--- src/rtl/clk_div_ctrl_pkg.sv ---
// Shared types and widths for the clock-divider ratio controller.
// Imported by clk_div_ratio_ctrl and clk_div_lock_timer.
package clk_div_ctrl_pkg;

    typedef enum logic [1:0] {
        IDLE   = 2'd0,
        DRAIN  = 2'd1,
        LOAD   = 2'd2,
        RELOCK = 2'd3
    } state_t;

    localparam int RATIO_W_DEF = 8;
    localparam int SETTLE_W    = 4;
    localparam int PERIOD_W    = 3;

endpackage

--- src/rtl/clk_div_lock_timer.sv ---
// Nested cycle/period counter: done marks the last ref cycle of the
// final divided-clock period after start.
module clk_div_lock_timer
    import clk_div_ctrl_pkg::*;
#(
    parameter int RATIO_W = RATIO_W_DEF
) (
    input  logic                clk,
    input  logic                rst_n,
    input  logic                start,
    input  logic [RATIO_W-1:0]  ratio,
    input  logic [PERIOD_W-1:0] periods,
    output logic                done
);

    logic [RATIO_W-1:0]  cyc;
    logic [RATIO_W-1:0]  eff;
    logic [PERIOD_W-1:0] per;
    logic                wrap;

    // Ratio 0 never reaches the divider; 1 means bypass (one cycle per period)
    assign eff  = (ratio <= RATIO_W'(1)) ? RATIO_W'(1) : ratio;
    assign wrap = (cyc == eff - RATIO_W'(1));
    assign done = wrap && (per == periods - PERIOD_W'(1));

    always_ff @(posedge clk or negedge rst_n) begin
        if (!rst_n) begin
            cyc <= '0;
            per <= '0;
        end else if (start) begin
            cyc <= '0;
            per <= '0;
        end else if (wrap) begin
            cyc <= '0;
            per <= per + PERIOD_W'(1);
        end else begin
            cyc <= cyc + RATIO_W'(1);
        end
    end

endmodule

--- src/rtl/clk_div_ratio_ctrl.sv ---
// Ratio-change sequencer for the integer clock divider.
// Optional reconfiguration counter: define CLK_DIV_RECONF_CNT_EN.
module clk_div_ratio_ctrl
    import clk_div_ctrl_pkg::*;
#(
    parameter int RATIO_W       = RATIO_W_DEF,
    parameter int SETTLE_CYC    = 4,
    parameter int LOCK_PERIODS  = 2,
    parameter int DEFAULT_RATIO = 1
) (
    input  logic               i_ref_clk,
    input  logic               i_rst_n,
    input  logic               i_clk_en,
    input  logic               i_req_valid,
    input  logic [RATIO_W-1:0] i_req_ratio,
    output logic               o_req_ready,
    output logic [RATIO_W-1:0] o_div_ratio,
    output logic               o_div_en,
    output logic               o_busy,
    output logic               o_locked,
    output logic               o_cfg_err,
    output logic [7:0]         o_reconf_cnt
);

    state_t              state;
    logic [RATIO_W-1:0]  pending;
    logic [SETTLE_W-1:0] settle;
    logic                start;
    logic                done;

    assign o_req_ready = (state == IDLE);

    // Timer restarts on every transition into RELOCK
    assign start = ((state == IDLE) && !i_req_valid && i_clk_en && !o_locked)
                 || ((state == LOAD) && i_clk_en);

    clk_div_lock_timer #(
        .RATIO_W (RATIO_W)
    ) u_timer (
        .clk     (i_ref_clk),
        .rst_n   (i_rst_n),
        .start   (start),
        .ratio   (o_div_ratio),
        .periods (PERIOD_W'(LOCK_PERIODS)),
        .done    (done)
    );

    always_ff @(posedge i_ref_clk or negedge i_rst_n) begin
        if (!i_rst_n) begin
            state       <= IDLE;
            pending     <= '0;
            settle      <= '0;
            o_div_ratio <= RATIO_W'(DEFAULT_RATIO);
            o_div_en    <= 1'b0;
            o_busy      <= 1'b0;
            o_locked    <= 1'b0;
            o_cfg_err   <= 1'b0;
        end else begin
            o_cfg_err <= 1'b0;
            unique case (state)
                IDLE: begin
                    o_div_en <= i_clk_en;
                    if (!i_clk_en) o_locked <= 1'b0;
                    if (i_req_valid) begin
                        if (i_req_ratio == '0) begin
                            o_cfg_err <= 1'b1;
                        end else if (i_req_ratio != o_div_ratio) begin
                            pending  <= i_req_ratio;
                            settle   <= '0;
                            o_busy   <= 1'b1;
                            o_locked <= 1'b0;
                            o_div_en <= 1'b0;
                            state    <= DRAIN;
                        end
                    end else if (i_clk_en && !o_locked) begin
                        o_busy <= 1'b1;
                        state  <= RELOCK;
                    end
                end
                DRAIN: begin
                    if (settle == SETTLE_W'(SETTLE_CYC - 1)) begin
                        o_div_ratio <= pending;
                        state       <= LOAD;
                    end else begin
                        settle <= settle + SETTLE_W'(1);
                    end
                end
                LOAD: begin
                    if (i_clk_en) begin
                        o_div_en <= 1'b1;
                        state    <= RELOCK;
                    end else begin
                        o_busy   <= 1'b0;
                        o_locked <= 1'b0;
                        state    <= IDLE;
                    end
                end
                RELOCK: begin
                    if (!i_clk_en) begin
                        o_div_en <= 1'b0;
                        o_busy   <= 1'b0;
                        state    <= IDLE;
                    end else if (done) begin
                        o_locked <= 1'b1;
                        o_busy   <= 1'b0;
                        state    <= IDLE;
                    end
                end
                default: state <= IDLE;
            endcase
        end
    end

`ifdef CLK_DIV_RECONF_CNT_EN
    logic [7:0] reconf_cnt;

    always_ff @(posedge i_ref_clk or negedge i_rst_n) begin
        if (!i_rst_n) begin
            reconf_cnt <= '0;
        end else if ((state == LOAD) && (reconf_cnt != 8'hFF)) begin
            reconf_cnt <= reconf_cnt + 8'd1;
        end
    end

    assign o_reconf_cnt = reconf_cnt;
`else
    assign o_reconf_cnt = '0;
`endif

endmodule

--- config.mk ---
export PLATFORM = sky130hd
export DESIGN_NAME = clk_div_ratio_ctrl
export DESIGN_NICKNAME = d
export VERILOG_FILES = /design/src/rtl/clk_div_ctrl_pkg.sv /design/src/rtl/clk_div_lock_timer.sv /design/src/rtl/clk_div_ratio_ctrl.sv
export SDC_FILE = /design/constraint.sdc
export NUM_CORES = 1
export LEC_CHECK = 0
export CELL_PAD_IN_SITES_DETAIL_PLACEMENT = 1
export CELL_PAD_IN_SITES_GLOBAL_PLACEMENT = 2
export CORE_UTILIZATION = 34
export CTS_CLUSTER_SIZE = 8
export DETAILED_ROUTE_END_ITERATION = 7
export PLACE_DENSITY_LB_ADDON = 0.25
export RECOVER_POWER = 100
export SLEW_MARGIN = 20
export SYNTH_ARGS = -nofsm -noshare
export SYNTH_HDL_FRONTEND = slang
export SYNTH_SLANG_ARGS = --single-unit
--- constraint.sdc ---
create_clock -name i_ref_clk -period 3 [get_ports i_ref_clk]
set_input_delay 0.45 -clock i_ref_clk [delete_from_list [all_inputs] [get_ports i_ref_clk]]
set_output_delay 0.45 -clock i_ref_clk [all_outputs]
set_load 0.05 [all_outputs]
# Word-level counts from Yosys, hierarchy flattened
# Cells that the tools add are included.
[op_classes]
muxes = 42
add_sub_neg = 4
eq_ne = 21
n_lt_le_gt_ge = 1
div_mod_pow = 0
n_reduce_logical = 21
n_bitwise = 1
n_mul = 0
shift = 0
[ops]
columns = ["operator", "count"]
rows = [
  ["2-to-1 mux 8 bit", 3],
  ["2-to-1 mux 1 bit", 20],
  ["inequality test 2 bit (second input constant)", 9],
  ["2-to-1 mux 2 bit", 8],
  ["2-to-1 mux 4 bit", 4],
  ["AND reduction 5 bit", 2],
  ["case mux 1 bit (3 select lines)", 3],
  ["adder 8 x 1 -> 8 bit (second input constant)", 1],
  ["equality test 8 bit", 1],
  ["less-or-equal comparator 8 x 1 -> 1 bit (second input constant)", 1],
  ["zero test 8 bit", 1],
  ["inequality test 8 bit", 1],
  ["case mux 2 bit (4 select lines)", 1],
  ["case mux 4 bit (2 select lines)", 1],
  ["subtractor 8 x 1 -> 8 bit (second input constant)", 1],
  ["logical AND 1 bit", 6],
  ["2-to-1 mux 3 bit", 2],
  ["inequality test 3 x 2 -> 1 bit (second input constant)", 2],
  ["inequality test 3 bit (second input constant)", 2],
  ["AND reduction 3 bit", 2],
  ["AND reduction 6 bit", 1],
  ["adder 4 x 1 -> 4 bit (second input constant)", 1],
  ["equality test 2 bit (second input constant)", 2],
  ["equality test 4 x 2 -> 1 bit (second input constant)", 1],
  ["12 further kinds", 14],
]
[word_totals]
rom_bits = 0
latchBits = 0
elab_cells = 100
n_memories = 0
output_inout_bits = 21
regBits = 37
ram_bits = 0
in_bits = 12

# Depth between registers and ports, before layout
[depth]
ltp_word = 8
mapped_depth = 10

# By module
# From an unflattened synthesis, not the netlist that was laid out.
[hier_totals]
hier_cells = 224
hier_area_um2 = 2327.2
[modules_own_cells]
columns = ["module", "instances", "seq_area_each_um2", "area_each_um2", "cells_each"]
rows = [
  ["clk_div_ratio_ctrl", 1, 651.9, 1483.9, 131],
  ["clk_div_lock_timer", 1, 275.3, 843.3, 93],
]

# Worst setup path before layout
# No wires, ideal clock.
[synth_path]
kind = "flip-flop to flip-flop"
from = "register o_div_ratio[2]"
to = "register u_timer.per[2]"
slack_ns = -0.053
period_less_slack_ns = 3.053
stages_incl_launch_ff = 11
required_time_ns = 2.922
n_path_buf = 1
setup_time_ns = 0.078
arrival_time_ns = 2.975
cell_sequence = "dfrtp_1 -> buf_2 -> nor4_2 -> a31oi_1 -> ha_1 -> nor2b_1 -> or3_1 -> a31oi_1 -> o311ai_1 -> or4_1 -> a21oi_1"
[synth_via]
elab_chain_len = 5
[synth_rtl]
columns = ["element", "line_no", "rtl"]
rows = [
  ["from (decl)", "clk_div_ratio_ctrl.sv:17", "output logic [RATIO_W-1:0] o_div_ratio,"],
  ["from (signal assigned)", "clk_div_ratio_ctrl.sv:53", "o_div_ratio <= RATIO_W'(DEFAULT_RATIO);"],
  ["from (signal assigned)", "clk_div_ratio_ctrl.sv:82", "o_div_ratio <= pending;"],
  ["less-or-equal comparator 8 x 1 -> 1 bit", "clk_div_lock_timer.sv:22", "assign eff = (ratio <= RATIO_W'(1)) ? RATIO_W'(1) : ratio;"],
  ["2-to-1 mux 8 bit *", "clk_div_lock_timer.sv:22", ""],
  ["subtractor 8 x 1 -> 8 bit *", "clk_div_lock_timer.sv:23", "assign wrap = (cyc == eff - RATIO_W'(1));"],
  ["equality test 8 bit *", "clk_div_lock_timer.sv:23", ""],
  ["nonzero test 2 bit (no source line) *", "-", ""],
  ["to (signal assigned)", "clk_div_lock_timer.sv:35", "per <= per + PERIOD_W'(1);"],
  ["to (decl)", "clk_div_lock_timer.sv:18", "logic [PERIOD_W-1:0] per;"],
]
# Every way passes the cells marked *; elsewhere a longest branch is shown, timed or not.
# A chain may end at the register's enable or synchronous reset.

# Worst setup path after layout
[layout_path]
from = "register o_div_ratio[3]"
to = "register u_timer.per[1]"
# Same word-level chain as after synthesis.

==> qor.txt <==
outcome -> finished with violations
failing checks -> max-capacitance violations, max-slew violations
vias post-DR -> 1619
flop2flop setup slack -> 0.20 ns
Max-Cap Viols -> 1
synth warn -> 0
syn_area_per_cell -> 10.1 um2
drt pass-1 iters -> 4
switch share -> 0.449
core outline area -> 5990 um2
Final Hold Viols -> 0
Comb pwr share -> 0.550
post-synthesis compound-gate area fraction -> 0.105
Pleak -> 1.13 nW
Post-layout nets -> 261
largest family of logic cells by synthesized area -> simple AND/OR/NAND/NOR gates
Post-Synth Simple-Gate Area -> 0.178
drc violations -> 0
Via density -> 5.06
P_int -> 1.54 mW
mux cell area share after synthesis -> 0.0995
Area Overhead vs Synth -> 22.0%
io pins -> 33
crit path DAT -> 2.96 ns
Slew headroom -> -0.366
leading area contributor after synthesis -> dfrtp_1
post-route ant nets -> 0
die area -> 6570 um2
RSZ-0062 raised after global routing -> no
async set-reset flop share out of synthesis -> 1.00
antenna violations before repair -> 0
CP Launch Type -> register
Synth top area share -> 0.424
GRT Total Usage -> 0.164
DR iter-0 viols -> 27
pin count of the biggest net entering global routing -> 38
Syn Inst Count -> 211
crit share post-route -> 0.933
H-tree depth -> 2
Commonest cells post-synth -> dfrtp_1, nor2_1, mux2_2, xnor2_1, inv_1
gpl congestion -> 0.736
total power -> 2.79 mW
Ant. Diodes -> 0
Post-Synth XOR/XNOR Area -> 0.0865
minimum clock period -> 2.80 ns
Worst Setup End Kind -> register
post-DP HPWL -> 3560 um
Fmax -> 357 MHz
main flop type after synthesis -> dfrtp_1
maximum fanout along the worst path -> 9
Final Max Slew Viols -> 38
Worst-path clk slew -> 0.08 ns
clock root buffer -> clkbuf_8
HP Class -> register to register
pwr dens -> 1080 nW/um2
drt wl/cell -> 15.1 um
Yosys reg bits -> 37
total CTS buffers -> 5
Min Hold Slack -> 0.507 ns
first-pass GRT wire length -> 8200 um
Clock Path Buffers -> 2
worst endpoint required time -> 3.16 ns
Vert. Die Dim -> 81.1 um
Unique masters post-synth -> 50
most common cell in the netlist -> dfrtp_1
Setup Crit Path Kind -> register to register
Cell Area, Synth -> 2130 um2
clock network power share -> 0.130
vias in the first global route -> 1666
top cells by area, synth -> dfrtp_1, mux2_2, xnor2_1
Adder-Cell Fraction of Synth Area -> 0.0294
Layout Skew -> 0.00509 ns
Clk Latency, worst-skew pair -> 0.28 ns
slew at the pin closest to its max-slew limit -> 2.05 ns
Seq pwr share -> 0.320
Initial Util -> 0.355
Port Buf Inserts -> 24
Setup violations, final -> 0
Clock Sinks -> 37
Die Width -> 81.1 um
CTS tree -> done
final WL -> 4820 um
share of post-route cells with drive strength above 1 -> 0.176
Seq/Total Area, Yosys -> 0.436
Setup TNS -> 0 ns
GRT overflow -> 0
EDFF count, synth -> 0
Peak supply drop -> 0.000472 V
hold buffers post-CTS -> 0
Psw -> 1.25 mW
Rows -> 28
-- path summary, 6_finish.rpt --
path | end | cells past startpoint | from
max | u_timer.per[1] | 9 | o_div_ratio[3]
min | o_div_ratio[7] | 1 | pending[7]
max reg2reg | u_timer.per[1] | 9 | o_div_ratio[3]
min reg2reg | o_div_ratio[7] | 1 | pending[7]
max in group asynchronous | o_div_ratio[2] | 1 | i_rst_n
min in group asynchronous | u_timer.per[1] | 1 | i_rst_n
-- critical path: stages (launching register included) --
cell	delay [ns]
dfrtp_2	0.49
nor4_4	0.29
a31oi_1	0.12
ha_1	0.26
nor2b_1	0.14
or3_1	0.35
a31oi_2	0.23
o311ai_4	0.17
nor2_1	0.28
mux2_1	0.36
-- power groups by stage --
stage,logic (mW),registers [mW],clock network (mW)
floorplan,0.939,1.02,0
global placement,1.50,0.894,0
detailed placement,1.52,0.904,0
CTS,1.52,0.893,0.376
global route,1.69,0.928,0.396
finish,1.54,0.894,0.362
-- per-stage QoR --
stage / cells / worst slack [ns] / area, um2 / util
floorplan: 218 / 0.0365 / 2150 / -
global placement: 312 / 0.238 / 2480 / 0.413
detailed placement: 312 / 0.158 / 2480 / 0.413
CTS: 320 / 0.126 / 2570 / 0.428
global route: 320 / 0.0191 / 2590 / 0.433
finish: 320 / 0.202 / 2590 / 0.433
-- flip-flops by register name (all words and copies together) (netlist names) --
name,flops
state,2
u_timer.per,3
o_locked,1
o_cfg_err,1
o_div_en,1
u_timer.cyc,8
settle,4
pending,8
o_busy,1
o_div_ratio,8
-- layer usage --
| layer | routed length (um) | global-route usage |
|---|---|---|
| met1 | 2420 | 0.224 |
| met2 | 2250 | 0.264 |
| met3 | 128 | 0.0337 |
| met4 | 21 | 0.0429 |
| met5 | 0 | 0 |
-- final cells by class --
| type | instances | area (um2) |
|---|---|---|
| Clock buffer | 8 | 90.1 |
| Fill cell | 674 | 3400 |
| Inverter | 10 | 37.5 |
| Multi-Input combinational cell | 154 | 1120 |
| Sequential cell | 37 | 930 |
| Tap cell | 75 | 93.8 |
| Timing Repair Buffer | 36 | 320 |
-- kinds of logic after synthesis --
family / count (synthesis)
xor+xnor: 21
mux: 19
flops: 37
other cells: 1
simple gates: 66
buf+inv: 27
compound gates: 35
fa+ha+maj: 5
-- placed cells by master, fill, tap and decap left out, types with 2 or more instances in the layout --
cell type	synthesis	layout
nor3b_1	2	2
and3_1	2	2
nand3_1	6	6
clkbuf_1	5	4
a21oi_1	7	7
xnor2_1	16	16
nor2_1	21	21
mux2_2	16	16
ha_1	5	5
o21ai_0	9	10
nor4_1	4	4
clkdlybuf4s50_1	0	9
nand4_1	3	3
nor3_1	3	3
buf_4	8	10
nor2b_1	2	2
conb_1	1	8
mux2i_1	2	2
dfrtp_1	36	34
dlygate4sd3_1	0	14
nand2_1	8	8
xor2_1	5	5
clkbuf_8	0	6
nand3b_1	2	2
a22oi_1	2	2
inv_1	10	10
nand2b_1	4	4
dfrtp_2	0	2
a31oi_1	5	4
-- timing repair --
action | in CTS | in global routing
setup endpoints to repair | 0 | 13
gates resized for setup | 0 | 5
buffers inserted | 0 | 0
Power figures use the tool's default switching activity.
==> RTL change 1 (config.mk and constraints unchanged) <==
The package constant `PERIOD_W` goes from 3 to 4.
--- a/src/rtl/clk_div_ctrl_pkg.sv
+++ b/src/rtl/clk_div_ctrl_pkg.sv
@@ -11,7 +11,7 @@
 
     localparam int RATIO_W_DEF = 8;
     localparam int SETTLE_W    = 4;
-    localparam int PERIOD_W    = 3;
+    localparam int PERIOD_W    = 4;
 
 endpackage
 
Check against the original RTL: no difference found for any inputs over 10 cycles, from zero or initial values and one cycle with i_rst_n low; that may be too few to reach the edited logic, so the function may still have changed.
==> RTL change 1 against the unedited design <==
- the flow still finishes with violations (max-capacitance violations, max-slew violations)
- sequential cell count rose by 1
- total power rose by 2.0%
- setup slack got worse by 0.089 ns
- area after synthesis rose by 0.65%
- routed wire length rose by 4.1%
- design area fell by 0.14%
- worst hold slack improved by 0.0026 ns
- utilization fell by 0.063 points
- fmax fell by 3.1%
- critical path type unchanged
==> RTL change 1: results (changes against the unedited design) <==
stage,metric,value,unit,change
synthesis,synth.distinct_cells,43,,-14%
sta,drv_slew,39,,+2.6%
synthesis,syn_area,2140,µm²,+0.65%
placement,port_buffers,24,,unchanged
routing,routed_wl,5020,µm,+4.1%
critical_path,r2r_cells,9,,unchanged
synthesis,ys_top_cells_by_area,"dfrtp_1 43%, mux2_2 8.4%, xor2_1 6.1%, xnor2_1 3.3%, ha_1 2.9%",,
critical_path,reg2reg_setup_slack,0.11,ns,-0.09 ns
cts,clockRootBuffer,clkbuf_8,,
hold_path,min_to,pending[6],,
power,max-vdd-ir-drop,529,µV,+12%
global_route,grt_max_degree,39,,+2.6%
hold_path,hp-class,reg2reg,,
critical_path,timing.rr.end,u_timer.per[3],,
hold_path,worstHoldStart,pending[6],,
power,leakage,0.00115,µW,+1.8%
cts,clock_latency,0.30,ns,+0.02 ns
global_route,grt_use_total,16.7,%,+0.26 points
job,drv_cap,1,,unchanged
placement,hpwlAfterDp,3610,µm,+1.4%
synthesis,seq_area_frac_synth,44.5,%,+0.89 points
critical_path,cp_max_fo,11,,+2
routing,drt-vias-per-instance,5.09,,+0.56%
finish,antenna_cells,0,,unchanged
synthesis,ys_warn_count,0,,unchanged
critical_path,critical_path_arrival,3.11,ns,+0.15 ns
routing,routedWlPerCell,15.7,µm,+4.1%
sta,relSlewSlack,-42.3,%,-5.7 points
routing,first_iter_violations,39,,+44%
placement,gp_congestion,0.693,,-5.8%
run_status,violations,"max-capacitance violations, max-slew violations",,
finish,drive_gt1_share,18.0,%,+0.41 points
synthesis,syn_area_per_cell,10.1,µm²,+0.65%
cts,clock_path_buffers,2,,unchanged
synthesis,ys_top_cells_by_count,"37 x dfrtp_1, 16 x mux2_2, 16 x nor2_1",,
cts,cts_max_level,2,,unchanged
global_route,grt_pass1_vias,1677,,+0.66%
run_status,status,"complete, but fails checks",,
hold_path,hold_depth,1,,unchanged
sta,fin_skew,0.0125,ns,+0.00738 ns
routing,first_pass_iters,4,,unchanged
finish,reg.largest.list,"o_div_ratio (8), pending (8), u_timer.cyc (8)",,
cts,clk_pin_slew,0.09,ns,
placement,placedCellCount,311,,-0.32%
finish,num-fill-cells,674,,unchanged
RTL change 1: cell count changes after synthesis, sizes merged, moves of 3 or more:
cell    before  now
xor2         5   15
nand2        8   11
a31oi        5    1
xnor2       16    8
o31ai        1    5
nor2        21   16
a21boi       0    3
or3          1    4
RTL change 1: stage by stage:
step | setup TNS, ns | worst slack, ns | hold WS, ns | utilization, % | area, µm²
CTS | 0 | 0.0647 | 0.311 | 43.0 | 2570
finish | 0 | 0.113 | 0.510 | 43.2 | 2590
global route | -0.00519 | -0.00519 | 0.531 | 43.2 | 2590
floorplan | 0 | 0.0231 | 0.154 | - | 2190
global placement | 0 | 0.165 | 0.485 | 41.3 | 2480
detailed placement | 0 | 0.0916 | 0.494 | 41.3 | 2480
RTL change 1: layout make-up:
cell class | count | area share (%)
clock buffer | 6 | 3.19
inverter | 10 | 1.45
timing repair buffer | 34 | 11.6
clock inverter | 2 | 0.628
sequential | 38 | 36.9
tap | 75 | 3.62
multi-input combinational | 155 | 42.6
RTL change 1: kinds of logic after synthesis:
logic type,Yosys count,share of synthesized area (%)
simple gates,64,16.2
compound gates,39,12.1
flops,38,44.5
buf+inv,25,6.26
xor+xnor,23,9.42
mux,16,8.42
fa+ha+maj,5,2.92
other cells,1,0.175
RTL change 1: timing repair:
item,in CTS,in global routing
buffers inserted,0,1
resized for setup,0,4
endpoints found under the setup margin,0,4
RTL change 1: worst max-delay path: stages (launching register included):
cell     delay [ns]
dfrtp_2        0.43
nor4_4         0.37
a21oi_2        0.11
ha_2           0.21
nor2b_2        0.17
or3_1          0.31
a31o_1         0.22
a211o_4        0.36
or4_4          0.49
a21oi_2        0.14
RTL change 1: per-layer routing:
metal | vias up | share of wire [%] | GRT usage [%]
met5 | - | 0 | 0
met4 | 0 | 0.42 | 5.36
met3 | 2 | 2.4 | 4.04
met2 | 20 | 48 | 26.4
met1 | 812 | 49 | 22.2
li1 | 794 | - | -
RTL change 1: how the worst max path moves through the flow:
stage                     end  slack, ns           start  cells past startpoint
2_1_floorplan  u_timer.per[2]       0.02  o_div_ratio[4]                     11
3_3_place_gp   u_timer.per[3]       0.17  o_div_ratio[4]                      9
3_5_place_dp   u_timer.per[3]       0.09  o_div_ratio[4]                      9
4_1_cts        u_timer.per[3]       0.06  o_div_ratio[4]                      9
5_1_grt        u_timer.per[3]     -0.005  o_div_ratio[3]                      9
6_report       u_timer.per[3]       0.11  o_div_ratio[3]                      9
RTL change 1: power breakdown:
| group | switching, µW | total [µW] | leakage [µW] | internal [µW] |
|---|---|---|---|---|
| Combinational | 902 | 1510 | 0.000626 | 612 |
| Clock | 199 | 388 | 0.0000478 | 189 |
| Sequential | 214 | 948 | 0.000473 | 734 |
| Total | 1310 | 2850 | 0.00115 | 1540 |
==> RTL change 2 (same flow settings) <==
Without the edit above. Register the output `o_cfg_err` once more, with the module's reset; this adds one clock of latency there. The other outputs are not delayed to match.
--- a/src/rtl/clk_div_ratio_ctrl.sv
+++ b/src/rtl/clk_div_ratio_ctrl.sv
@@ -21,6 +21,8 @@
     output logic               o_cfg_err,
     output logic [7:0]         o_reconf_cnt
 );
+
+    logic o_cfg_err_s0;
 
     state_t              state;
     logic [RATIO_W-1:0]  pending;
@@ -54,16 +56,16 @@
             o_div_en    <= 1'b0;
             o_busy      <= 1'b0;
             o_locked    <= 1'b0;
-            o_cfg_err   <= 1'b0;
+            o_cfg_err_s0 <= 1'b0;
         end else begin
-            o_cfg_err <= 1'b0;
+            o_cfg_err_s0 <= 1'b0;
             unique case (state)
                 IDLE: begin
                     o_div_en <= i_clk_en;
                     if (!i_clk_en) o_locked <= 1'b0;
                     if (i_req_valid) begin
                         if (i_req_ratio == '0) begin
-                            o_cfg_err <= 1'b1;
+                            o_cfg_err_s0 <= 1'b1;
                         end else if (i_req_ratio != o_div_ratio) begin
                             pending  <= i_req_ratio;
                             settle   <= '0;
@@ -127,5 +129,13 @@
     assign o_reconf_cnt = '0;
 `endif
 
+    always_ff @(posedge i_ref_clk or negedge i_rst_n) begin
+        if (!i_rst_n) begin
+            o_cfg_err <= '0;
+        end else begin
+            o_cfg_err <= o_cfg_err_s0;
+        end
+    end
+
 endmodule
 
Formal check against the unedited RTL: not equivalent (Yosys sat finds a counterexample within 4 cycles, from zero or initial values and one cycle with i_rst_n low).
==> RTL change 2 against the unedited design <==
- design area up 2.7%
- the run ends with max-capacitance violations, max-slew violations, negative setup slack left
- total power up 4.5%
- setup slack worse by 0.23 ns
- routed wire length up 7.6%
- area after synthesis up 1.2%
- sequential power down 2%
- non-clock buffer count up 1
- sequential cell count up 1
==> RTL change 2: results (changes against the unedited design) <==
stage,metric,value,unit,change
cts,cts_max_level,2,,unchanged
synthesis,postSynthCellCount,212,,+0.47%
sta,fin_skew,0.00470,ns,-0.000396 ns
placement,placedCellCount,313,,+0.32%
cts,clk_pin_slew,0.08,ns,about the same
hold_path,min_to,o_cfg_err,,
routing,top_layer_used,met4,,
hold_path,hold_depth,0,,-1
critical_path,cp_max_fo,6,,-3
critical_path,r2r-start,o_div_ratio[4],,
run_status,violations,"max-capacitance violations, max-slew violations, negative setup slack",,
routing,met3_wirelength,124,µm,-3.1%
placement,gp_congestion,0.751,,+2.0%
sta,drv_slew,39,,+2.6%
job,drv_cap,1,,unchanged
finish,stdcell_count,324,,+1.3%
synthesis,ys_top_cells_by_area,"dfrtp_1 43%, mux2_2 7.3%, xnor2_1 5.3%, nor2_1 3.1%, o21ai_0 3.0%",,
run_status,status,"complete, but fails checks",,
routing,routedWlPerCell,16.0,µm,+6.3%
cts,clock_path_buffers,2,,unchanged
global_route,grt_pass1_wl,8540,µm,+4.1%
critical_path,crit_path_end_kind,flip-flop,,
critical_path,critical_path_arrival,3.19,ns,+0.23 ns
global_route,grt_max_degree,39,,+2.6%
placement,pre_cts_slack,-0.0209,ns,-0.179 ns
global_route,grt_use_total,17.3,%,+0.83 points
routing,wl_met2,2450,µm,+8.8%
critical_path,worst_path_largest_cell_delay,0.56,ns,+0.07 ns
sta,timing.hold.ws,0.354,ns,-0.153 ns
critical_path,r2r_cells,11,,+2
sta,setup-violations-final,14,,+14
cts,post_cts_buffers,1,,+1
synthesis,async_reset_ff_share,100,%,unchanged
routing,wl_met1,2560,µm,+6.0%
synthesis,seq_area_frac_synth,44.2,%,+0.63 points
cts,clock_latency,0.29,ns,
placement,hpwlAfterDp,3790,µm,+6.5%
sta,tightest_slew,2.11,ns,+0.0584 ns
power,switching_share,44.7,%,-0.24 points
hold_path,worstHoldStart,o_cfg_err_s0,,
sta,timing.final.ws_setup,-0.0313,ns,-0.233 ns
cts,cts_resized,0,,unchanged
routing,vias,1658,,+2.4%
power,max-vdd-ir-drop,448,µV,-5.2%
hold_path,hp-class,reg2reg,,
synthesis,ys_top_cells_by_count,"37 x dfrtp_1, 18 x nor2_1, 14 x mux2_2",,
power,leakage,0.00115,µW,+2.3%
critical_path,slowest_stage,or4_4,,
critical_path,crit_path_end,state[0],,
finish,nNetsFinal,265,,+1.5%
synthesis,synth.distinct_cells,49,,-2.0%
routing,first_pass_iters,4,,unchanged
finish,drive_gt1_share,20.1,%,+2.5 points
finish,antenna_cells,0,,unchanged
routing,antenna_left,0,,unchanged
routing,first_iter_violations,52,,+93%
sta,setup_tns,-0.253,ns,-0.253 ns
cts,clockRootBuffer,clkbuf_8,,
global_route,antenna_found_initial,0,,unchanged
placement,placed_area,2510,µm²,+1.3%
-- RTL change 2: cell count changes after synthesis, moves of 3 or more --
cell,change
buf_2,-3
o21ai_0,+4
xnor2_1,-3
a31oi_1,-4
a22o_1,+3
nand2b_1,-4
nor2_1,-3
-- RTL change 2: area by class of cell --
class / count / area [µm²]
clock buffers: 5 / 68.8
clock inverters: 3 / 40.0
fillers: 687 / 3360
inverters: 11 / 41.3
multi-input cells: 155 / 1130
flip-flops and latches: 38 / 955
well taps: 75 / 93.8
repair buffers: 37 / 335
-- RTL change 2: cells by family (layout without fill, tap and decap cells) --
logic type                 count (synthesis)  after routing  synth area share [%]
buffers and inverters                     26             56                  6.28
muxes                                     15             15                  8.02
xor gates and xnor gates                  20             20                  8.14
DFF                                       38             38                  44.2
adders and majority gates                  5              5                  2.91
other                                      1              8                 0.174
and+or+nand+nor                           58             58                  14.7
AOI/OAI and AO/OA                         49             49                  15.5
-- RTL change 2: power groups by stage --
| stage | logic, µW | clock network, µW | registers, µW |
|---|---|---|---|
| after floorplan | 911 | 0 | 1090 |
| after detailed placement | 1600 | 0 | 889 |
| final | 1600 | 436 | 879 |
| after global placement | 1570 | 0 | 885 |
| after CTS | 1610 | 448 | 880 |
| after global routing | 1760 | 474 | 909 |
-- RTL change 2: worst max-delay path: cells and delay by family (launching register included) --
| family | cells | cell delay [ns] |
|---|---|---|
| flip-flops | 1 | 0.41 |
| AO/OA/AOI/OAI | 4 | 0.75 |
| XOR/XNOR | 1 | 0.13 |
| AND/OR/NAND/NOR | 4 | 1.17 |
| adder cells (fa/ha/maj) | 1 | 0.29 |
| buffers and inverters | 1 | 0.16 |
-- RTL change 2: per-layer routing --
layer,up-vias,GRT usage (%)
met5,-,0
met4,0,5.36
met3,5,2.67
met2,25,28.2
met1,806,23.3
li1,822,-
